File: src/rtl/keypad_scanner.sv
// keypad_scanner: column-scanned 4x4 hex keypad with anti-ghosting and
// scan-level debounce. Accepted keys shift into a 32-bit hex entry register
// that drives the seven-segment display data input directly.
module keypad_scanner #(
    parameter int SCAN_DIV = 100000,  // clocks per column step, >= 2
    parameter int DEBOUNCE = 4        // identical full scans to accept press/release, >= 1
) (
    input  logic        clk,
    input  logic        rst_n,
    input  logic [3:0]  row,
    input  logic        clear,
    output logic [3:0]  col,
    output logic        key_valid,
    output logic [3:0]  key_code,
    output logic        key_held,
    output logic [31:0] data
);

    localparam int DIV_W = (SCAN_DIV > 1) ? $clog2(SCAN_DIV) : 1;
    localparam int CNT_W = $clog2(DEBOUNCE + 1);
    localparam logic [DIV_W-1:0] DIV_LAST = DIV_W'(SCAN_DIV - 1);
    localparam logic [CNT_W-1:0] CNT_TGT  = CNT_W'(DEBOUNCE);

    typedef enum logic [1:0] {IDLE, DEBNC, PRESSED, RELSE} state_t;

    logic [3:0]       row_sync1_reg, row_sync2_reg;
    logic [DIV_W-1:0] div_reg;
    logic [1:0]       cidx_reg;
    logic [15:0]      hits_reg;
    logic [15:0]      cur_hits;
    state_t           state_reg, state_next;
    logic [3:0]       cand_reg, cand_next;
    logic [CNT_W-1:0] cnt_reg, cnt_next;
    logic             key_valid_reg;
    logic [3:0]       key_code_reg;
    logic [31:0]      data_reg;

    logic        tick, scan_end;
    logic        found_one, found_multi, key_seen;
    logic [3:0]  hit_pos, seen_code;
    logic        accept;
    logic [3:0]  accept_code;

    // Physical key position {row, col} to hex value.
    function automatic logic [3:0] key_of(input logic [3:0] pos);
        case (pos)
            4'd0:  key_of = 4'h1;
            4'd1:  key_of = 4'h2;
            4'd2:  key_of = 4'h3;
            4'd3:  key_of = 4'hA;
            4'd4:  key_of = 4'h4;
            4'd5:  key_of = 4'h5;
            4'd6:  key_of = 4'h6;
            4'd7:  key_of = 4'hB;
            4'd8:  key_of = 4'h7;
            4'd9:  key_of = 4'h8;
            4'd10: key_of = 4'h9;
            4'd11: key_of = 4'hC;
            4'd12: key_of = 4'h0;
            4'd13: key_of = 4'hF;
            4'd14: key_of = 4'hE;
            default: key_of = 4'hD;
        endcase
    endfunction

    assign tick     = (div_reg == DIV_LAST);
    assign scan_end = tick && (cidx_reg == 2'd3);
    assign col      = ~(4'b0001 << cidx_reg);

    // Two-flop synchronizer; idle level is all rows released (high).
    always_ff @(posedge clk or negedge rst_n) begin
        if (!rst_n) begin
            row_sync1_reg <= 4'hF;
            row_sync2_reg <= 4'hF;
        end else begin
            row_sync1_reg <= row;
            row_sync2_reg <= row_sync1_reg;
        end
    end

    // Column step divider and column index.
    always_ff @(posedge clk or negedge rst_n) begin
        if (!rst_n) begin
            div_reg  <= '0;
            cidx_reg <= 2'd0;
        end else if (tick) begin
            div_reg  <= '0;
            cidx_reg <= cidx_reg + 2'd1;
        end else begin
            div_reg <= div_reg + DIV_W'(1);
        end
    end

    // Hits so far this scan, merged with the rows seen on the current column.
    generate
        for (genvar gi = 0; gi < 16; gi++) begin : g_hits
            assign cur_hits[gi] = hits_reg[gi] |
                                  (~row_sync2_reg[gi / 4] & (cidx_reg == 2'(gi % 4)));
        end
    endgenerate

    // Accumulate hits across the scan; cleared once the scan is evaluated.
    always_ff @(posedge clk or negedge rst_n) begin
        if (!rst_n) begin
            hits_reg <= '0;
        end else if (tick) begin
            hits_reg <= scan_end ? 16'h0000 : cur_hits;
        end
    end

    // Classify the scan: exactly one hit is a key, several hits are ignored.
    always_comb begin
        found_one   = 1'b0;
        found_multi = 1'b0;
        hit_pos     = 4'd0;
        for (int i = 0; i < 16; i++) begin
            if (cur_hits[i]) begin
                if (found_one) found_multi = 1'b1;
                found_one = 1'b1;
                hit_pos   = 4'(i);
            end
        end
        key_seen  = found_one && !found_multi;
        seen_code = key_of(hit_pos);
    end

    // Debounce FSM state register.
    always_ff @(posedge clk or negedge rst_n) begin
        if (!rst_n) begin
            state_reg <= IDLE;
            cand_reg  <= 4'h0;
            cnt_reg   <= '0;
        end else begin
            state_reg <= state_next;
            cand_reg  <= cand_next;
            cnt_reg   <= cnt_next;
        end
    end

    // Debounce FSM next state; only moves at the end of a full scan.
    always_comb begin
        state_next  = state_reg;
        cand_next   = cand_reg;
        cnt_next    = cnt_reg;
        accept      = 1'b0;
        accept_code = cand_reg;
        if (scan_end) begin
            case (state_reg)
                IDLE: begin
                    if (key_seen) begin
                        cand_next = seen_code;
                        if (DEBOUNCE == 1) begin
                            accept      = 1'b1;
                            accept_code = seen_code;
                            state_next  = PRESSED;
                        end else begin
                            cnt_next   = CNT_W'(1);
                            state_next = DEBNC;
                        end
                    end
                end
                DEBNC: begin
                    if (key_seen && (seen_code == cand_reg)) begin
                        cnt_next = cnt_reg + CNT_W'(1);
                        if (cnt_reg + CNT_W'(1) == CNT_TGT) begin
                            accept     = 1'b1;
                            state_next = PRESSED;
                        end
                    end else begin
                        cnt_next   = '0;
                        state_next = IDLE;
                    end
                end
                PRESSED: begin
                    if (!key_seen) begin
                        cnt_next   = CNT_W'(1);
                        state_next = (DEBOUNCE == 1) ? IDLE : RELSE;
                    end
                end
                default: begin  // RELSE
                    if (key_seen) begin
                        state_next = PRESSED;
                    end else begin
                        cnt_next = cnt_reg + CNT_W'(1);
                        if (cnt_reg + CNT_W'(1) == CNT_TGT) state_next = IDLE;
                    end
                end
            endcase
        end
    end

    // Output registers; clear overrides an accept for the entry register only.
    always_ff @(posedge clk or negedge rst_n) begin
        if (!rst_n) begin
            key_valid_reg <= 1'b0;
            key_code_reg  <= 4'h0;
            data_reg      <= 32'h0;
        end else begin
            key_valid_reg <= accept;
            if (accept) key_code_reg <= accept_code;
            if (clear) data_reg <= 32'h0;
            else if (accept) data_reg <= {data_reg[27:0], accept_code};
        end
    end

    assign key_valid = key_valid_reg;
    assign key_code  = key_code_reg;
    assign data      = data_reg;
    assign key_held  = (state_reg == PRESSED) || (state_reg == RELSE);

endmodule
File: config.mk
export PLATFORM = sky130hd
export DESIGN_NAME = keypad_scanner
export DESIGN_NICKNAME = d
export VERILOG_FILES = /design/src/rtl/keypad_scanner.sv
export SDC_FILE = /design/constraint.sdc
export NUM_CORES = 1
export LEC_CHECK = 0
export ABC_AREA = 1
export CAP_MARGIN = 40
export CORE_MARGIN = 2
export CORE_UTILIZATION = 50
export DETAILED_ROUTE_END_ITERATION = 6
export GPL_TIMING_DRIVEN = 0
export PLACE_DENSITY = 0.7
export SYNTH_ARGS = -nofsm -noshare
export SYNTH_HDL_FRONTEND = slang
export SYNTH_SLANG_ARGS = --single-unit
File: constraint.sdc
create_clock -name clk -period 3.77 [get_ports clk]
set_input_delay 0.5655 -clock clk [delete_from_list [all_inputs] [get_ports clk]]
set_output_delay 0.5655 -clock clk [all_outputs]
set_load 0.05 [all_outputs]
Word level (Yosys, flattened, before mapping)
Memory sizes are Yosys's and may differ from the RTL's.
Cells that the tools add are included.
{"block": "totals", "reg_bits": 89, "romBits": 64, "output_inout_bits": 42, "elab_cells": 159, "mem_count": 1}
{"block": "op_classes", "n_addsub": 3, "n_eq_ne": 13, "n_shift": 1, "n_mux": 81, "n_bitwise": 37, "reduce_logical": 12}
{"memory": "(name not given)", "depth": 16, "word_bits": 4, "read_ports": 1, "rd_ports_with_merged_regs": 0, "write_ports": 0, "line_no": "46", "rtl": "case (pos)"}
{"cell": "two-way mux 32 bit", "n": 2}
{"cell": "two-way mux 4 bit", "n": 14}
{"cell": "two-way mux 1 bit", "n": 51}
{"cell": "adder 17 x 1 -> 17 bit, second input constant", "n": 1}
{"cell": "equality test 17 bit, second input constant", "n": 1}
{"cell": "two-way mux 17 bit", "n": 1}
{"cell": "bitwise AND 1 bit", "n": 16}
{"cell": "two-way mux 16 bit", "n": 1}
{"cell": "OR 1 bit", "n": 16}
{"cell": "two-way mux 2 bit", "n": 6}
{"cell": "two-way mux 3 bit", "n": 4}
{"cell": "case mux 3 bit (3 select lines)", "n": 1}
{"cell": "equality test 2 bit, second input constant", "n": 4}
{"cell": "case mux 2 bit (3 select lines)", "n": 1}
{"cell": "AND reduction 5 bit", "n": 1}
{"cell": "equality test 2 x 1 -> 1 bit, second input constant", "n": 2}
{"cell": "equality test 4 bit", "n": 1}
{"cell": "logical NOT 2 bit", "n": 2}
{"cell": "!= test 2 bit, second input constant", "n": 2}
{"cell": "inverter 1 bit", "n": 4}
{"cell": "inverter 4 bit", "n": 1}
{"cell": "AND reduction 4 bit", "n": 1}
{"cell": "nonzero test 4 bit", "n": 1}
{"cell": "left shift 1 x 2 -> 4 bit, first input constant", "n": 1}
{"cell": "10 further kinds", "n": 12}

Logic depth before layout (Yosys ltp)
{"block": "logic_depth", "word_depth": 42, "mapped_depth": 35}

Least setup slack after synthesis
OpenSTA, ideal clock, no wires.
{"block": "synth_path", "path_type": "reg-to-reg", "startpoint": "register cidx_reg[1]", "endpoint": "register data_reg[26] (netlist: data[26])", "setup_ns": 0.067, "t_arrival_ns": 3.425, "path_slack_ns": 0.279, "path_stages_with_launch": 33, "n_path_buf": 1, "period_less_slack_ns": 3.491, "cell_sequence": "dfrtp_1 > inv_1 > ha_1 > inv_1 > o21ai_1 > inv_1 > nand2_1 > nand2_1 > nand2_1 > nand2_1 > nand2_1 > nand2_1 > nand2_1 > nand2_1 > nand2_1 > nand2_1 > nand2_1 > inv_1 > ha_1 > o21ai_0 > o22ai_1 > nand2_1 > nand2_1 > nor2_1 > nand3_2 > nor2_1 > nand2_1 > nor2_4 > nand3_4 > nor2_4 > buf_6 > nand2_1 > nand2_1"}
{"block": "synth_via", "elab_chain_len": 41}
{"element": "start, declared", "line_no": "28", "rtl": "logic [1:0] cidx_reg;"}
{"element": "start signal, assigned", "line_no": "88", "rtl": "cidx_reg <= cidx_reg + 2'd1;"}
{"element": "logical NOT 2 bit", "line_no": "98", "rtl": "(~row_sync2_reg[gi / 4] & (cidx_reg == 2'(gi % 4)));"}
{"element": "bitwise AND 1 bit", "line_no": "98"}
{"element": "OR 1 bit", "line_no": "97", "rtl": "assign cur_hits[gi] = hits_reg[gi] |"}
{"element": "two-way mux 1 bit", "line_no": "117", "rtl": "if (cur_hits[i]) begin"}
{"element": "two-way mux 1 bit", "line_no": "118", "rtl": "if (found_one) found_multi = 1'b1;"}
{"element": "two-way mux 1 bit", "line_no": "117"}
{"element": "two-way mux 1 bit", "line_no": "118"}
{"element": "two-way mux 1 bit", "line_no": "117"}
{"element": "[25 not listed]"}
{"element": "two-way mux 1 bit", "line_no": "117"}
{"element": "logical NOT 1 bit", "line_no": "123", "rtl": "key_seen = found_one && !found_multi;"}
{"element": "logical AND 1 bit", "line_no": "123"}
{"element": "logical AND 1 bit", "line_no": "163", "rtl": "if (key_seen && (seen_code == cand_reg)) begin"}
{"element": "two-way mux 1 bit", "line_no": "163"}
{"element": "two-way mux 1 bit", "line_no": "148", "rtl": "case (state_reg)"}
{"element": "two-way mux 1 bit *", "line_no": "147", "rtl": "if (scan_end) begin"}
{"element": "nonzero test 2 bit (no line) *"}
{"element": "end signal, assigned", "line_no": "202", "rtl": "else if (accept) data_reg <= {data_reg[27:0], accept_code};"}
{"element": "end, declared", "line_no": "36", "rtl": "logic [31:0] data_reg;"}
Every way passes the cells marked *; elsewhere a longest branch is shown, timed or not.
A chain may end at the register's enable or synchronous reset.

Worst setup path in the final report
{"block": "layout_path", "startpoint": "register cidx_reg[0]", "endpoint": "register data_reg[14] (netlist: data[14])"}
The elaborated chain is that of the path after synthesis.

==> results.md <==
* Sink Count at 89
* Vias in the first global route at about 3,500
* Cell Area, Synth at 4520 um^2
* Avg Cell Area, Syn at approximately 8.0 um^2
* Routability cong. at ~0.85
* Crit share post-route at 0.963
* # diodes at 0
* Most frequent cells in the layout: nand2_1 (140), dfrtp_1 (81), inv_1 (73)
* Clk_skew at 0.0177 ns
* Final min period at between 3 and 4 ns
* Final Max Slew Viols at 0
* Unrepaired setup endpoints after global routing: yes
* CP arrival at 3.92 ns
* Net count after synthesis at 584
* Chip width at around 100 um
* Core Area at between 8000 and 9000 um^2
* Pleak at 2.86 nW
* Crit path largest cell delay at 0.43 ns
* Register bit total from synthesis at a little under 90
* Setup Crit Path Kind: reg2reg
* WP data required at 4.06 ns
* Initial antenna violation count at 0
* Worst Hold Class: in2async
* Final cell count without fillers at around 760
* Max reg flops at 32
* Cell row count at 34
* HPWL Detailed at 6.88 mm
* Largest net degree at the start of global routing at 63
* Htree depth at 3
* Power per cell area at 318 nW/um^2
* Vias/cell at 5.19
* Commonest non-fill, non-tap cell in the layout: nand2_1
* DRT antenna net count at 0
* Worst setup EP type: register
* I/O pin cnt at 49
* Sequential fraction of the synthesis area at 0.495
* Fillers at 725
* Count of nets after finishing at 661
* Avg WL per Cell at approximately 13 um
* Power, Total at 0.00181 W
* Max-cap viol count at 0
* Worst VDD drop at between 200 and 250 uV
* Cells after synthesis at 567
* Placed Cells at a little over 700
* Remaining Overflow, GRT at 0
* Die footprint at 9810 um^2
* Post-route cell area at about 5700 um^2
* 1st-pass router iterations at 4
* CTS tree: built
* Clock Tree Root: clkbuf_8
* Total CTS buffers at 9
* Worst-Skew Late Latency at 0.36 ns
* Area grow syn2layout at 26.2%
* Slew HR at 0.644
* Pre-CTS setup slack at -0.0354 ns
* Via total after detailed routing at a little under 4,000
* Post-DP Area at 5160 um^2
* Final hold violations at 0
* PortBufs at between 40 and 50
* Initial cell density of the core at 0.516
* Routed WL at 9.87 mm
* Setup WS post-layout at 0.138 ns
* Achievable frequency at between 200 and 300 MHz
* DRT iter0 DRCs at 215
* CTS max path bufs at 2
* Clock-pin slew on the worst setup and hold paths at 0.10 ns
* Layout cells sized above 1 at 0.193
* Count of warnings emitted by yosys at 0
* Cell mode on critical path: nand2_1
* Setup violators final at 0
* Worst setup SP type: register
* Peak fanout along the critical path at 7
* Actual slew at the worst max-slew pin at around 0.53 ns
* Total GRT Usage at 0.201
* Die height at just under 100 um
* Smallest hold slack at 0.0988 ns
* Synth unique cells at 36
* Outcome: finished, final reports clean
* Global-route wire length before repair at 16.2 mm
* Drt drc at 0
* Crit-path slowest cell: dfrtp_1
worst paths after layout:
path / cells past startpoint / slack (ns) / from / to
worst max-delay path: 33 / 0.14 / cidx_reg[0] / data[14]
worst min-delay path: 1 / 0.1 / rst_n / div_reg[2]
worst max register to register: 33 / 0.14 / cidx_reg[0] / data[14]
worst min register to register: 0 / 0.36 / row_sync1_reg[0] / row_sync2_reg[0]
max in group asynchronous: 2 / 3.05 / rst_n / data[1]
min in group clk: 0 / 0.36 / row_sync1_reg[0] / row_sync2_reg[0]
metrics by stage:
step                utilization  TNS [ns]
finish                    0.651         0
global route              0.651     -6.01
CTS                       0.617         0
detailed placement        0.589    -0.545
global placement          0.586    -81.96
floorplan                     -         0
cell usage after synthesis:
| cell | count | share of area |
|---|---|---|
| buf_6 | 3 | 0.0075 |
| clkbuf_1 | 6 | 0.0050 |
| nor4_1 | 3 | 0.0042 |
| dfrtp_1 | 81 | 0.45 |
| a21oi_2 | 6 | 0.012 |
| buf_1 | 3 | 0.0025 |
| a21oi_4 | 1 | 0.0036 |
| a211oi_1 | 2 | 0.0033 |
| xor2_1 | 3 | 0.0058 |
| inv_2 | 9 | 0.0075 |
| a22oi_1 | 1 | 0.0017 |
| o21ai_1 | 9 | 0.010 |
| a31oi_1 | 1 | 0.0014 |
| nor2_2 | 2 | 0.0028 |
| nand2_1 | 161 | 0.13 |
| nand3b_1 | 1 | 0.0017 |
| nor3b_2 | 1 | 0.0028 |
| inv_1 | 80 | 0.066 |
| nor2_4 | 5 | 0.012 |
| o22ai_1 | 1 | 0.0014 |
| o21ai_2 | 1 | 0.0019 |
| nor2_1 | 38 | 0.032 |
| nand3_1 | 54 | 0.060 |
| o21bai_1 | 2 | 0.0033 |
| dfstp_2 | 8 | 0.047 |
| ha_1 | 10 | 0.028 |
| a21oi_1 | 17 | 0.019 |
| nand3_2 | 1 | 0.0022 |
| nand2_2 | 4 | 0.0055 |
| nand4_1 | 6 | 0.0083 |
| o31ai_1 | 9 | 0.015 |
| xnor2_1 | 1 | 0.0019 |
| nand3_4 | 1 | 0.0039 |
| buf_2 | 4 | 0.0044 |
| o21ai_0 | 29 | 0.032 |
| nor3_1 | 3 | 0.0033 |
critical path: cells and delay by family (launching register included):
family / cells / cell delay [ns]
AO/OA/AOI/OAI: 1 / 0.09
buffers and inverters: 2 / 0.33
adder cells (fa/ha/maj): 2 / 0.48
flip-flops: 1 / 0.43
AND/OR/NAND/NOR: 28 / 2.23
repair_timing:
item                                    4_1_cts  5_1_grt
buffers inserted                              0       15
hold buffers                                  0        0
pin swaps                                     0       15
endpoints found under the setup margin       36       42
gates cloned                                  0        2
gates resized for setup                       4       54
cell families after synthesis:
kind of cell,share of synthesized area
fa+ha+maj,0.0277
compound gates,0.104
xor+xnor,0.00775
simple gates,0.272
buf+inv,0.0933
flops,0.495
metal layers:
metal / routed length (um) / share of wire / vias to the layer above / global-route usage
li1: - / - / 1953 / -
met1: 4630 / 0.47 / 1883 / 0.290
met2: 4680 / 0.47 / 81 / 0.313
met3: 411 / 0.042 / 15 / 0.0298
met4: 153 / 0.016 / 0 / 0.0643
met5: 0 / 0 / - / 0
layout make-up:
cell class / count / area, um^2 / area share
Clock buffer: 10 / 138 / 0.0241
Sequential cell: 89 / 2240 / 0.392
Inverter: 89 / 338 / 0.0592
Timing Repair Buffer: 66 / 637 / 0.112
Buffer: 16 / 93.8 / 0.0165
Clock inverter: 6 / 97.6 / 0.0171
Tap cell: 108 / 135 / 0.0237
Multi-Input combinational cell: 373 / 2030 / 0.356
where the power goes:
part           switching [W]  internal [W]  leakage, nW   total, W
clock network       0.000362      0.000401        0.119   0.000763
logic              0.0000594     0.0000266         1.54  0.0000860
registers         0.00000309      0.000962         1.20   0.000965
Power figures use the tool's default switching activity.
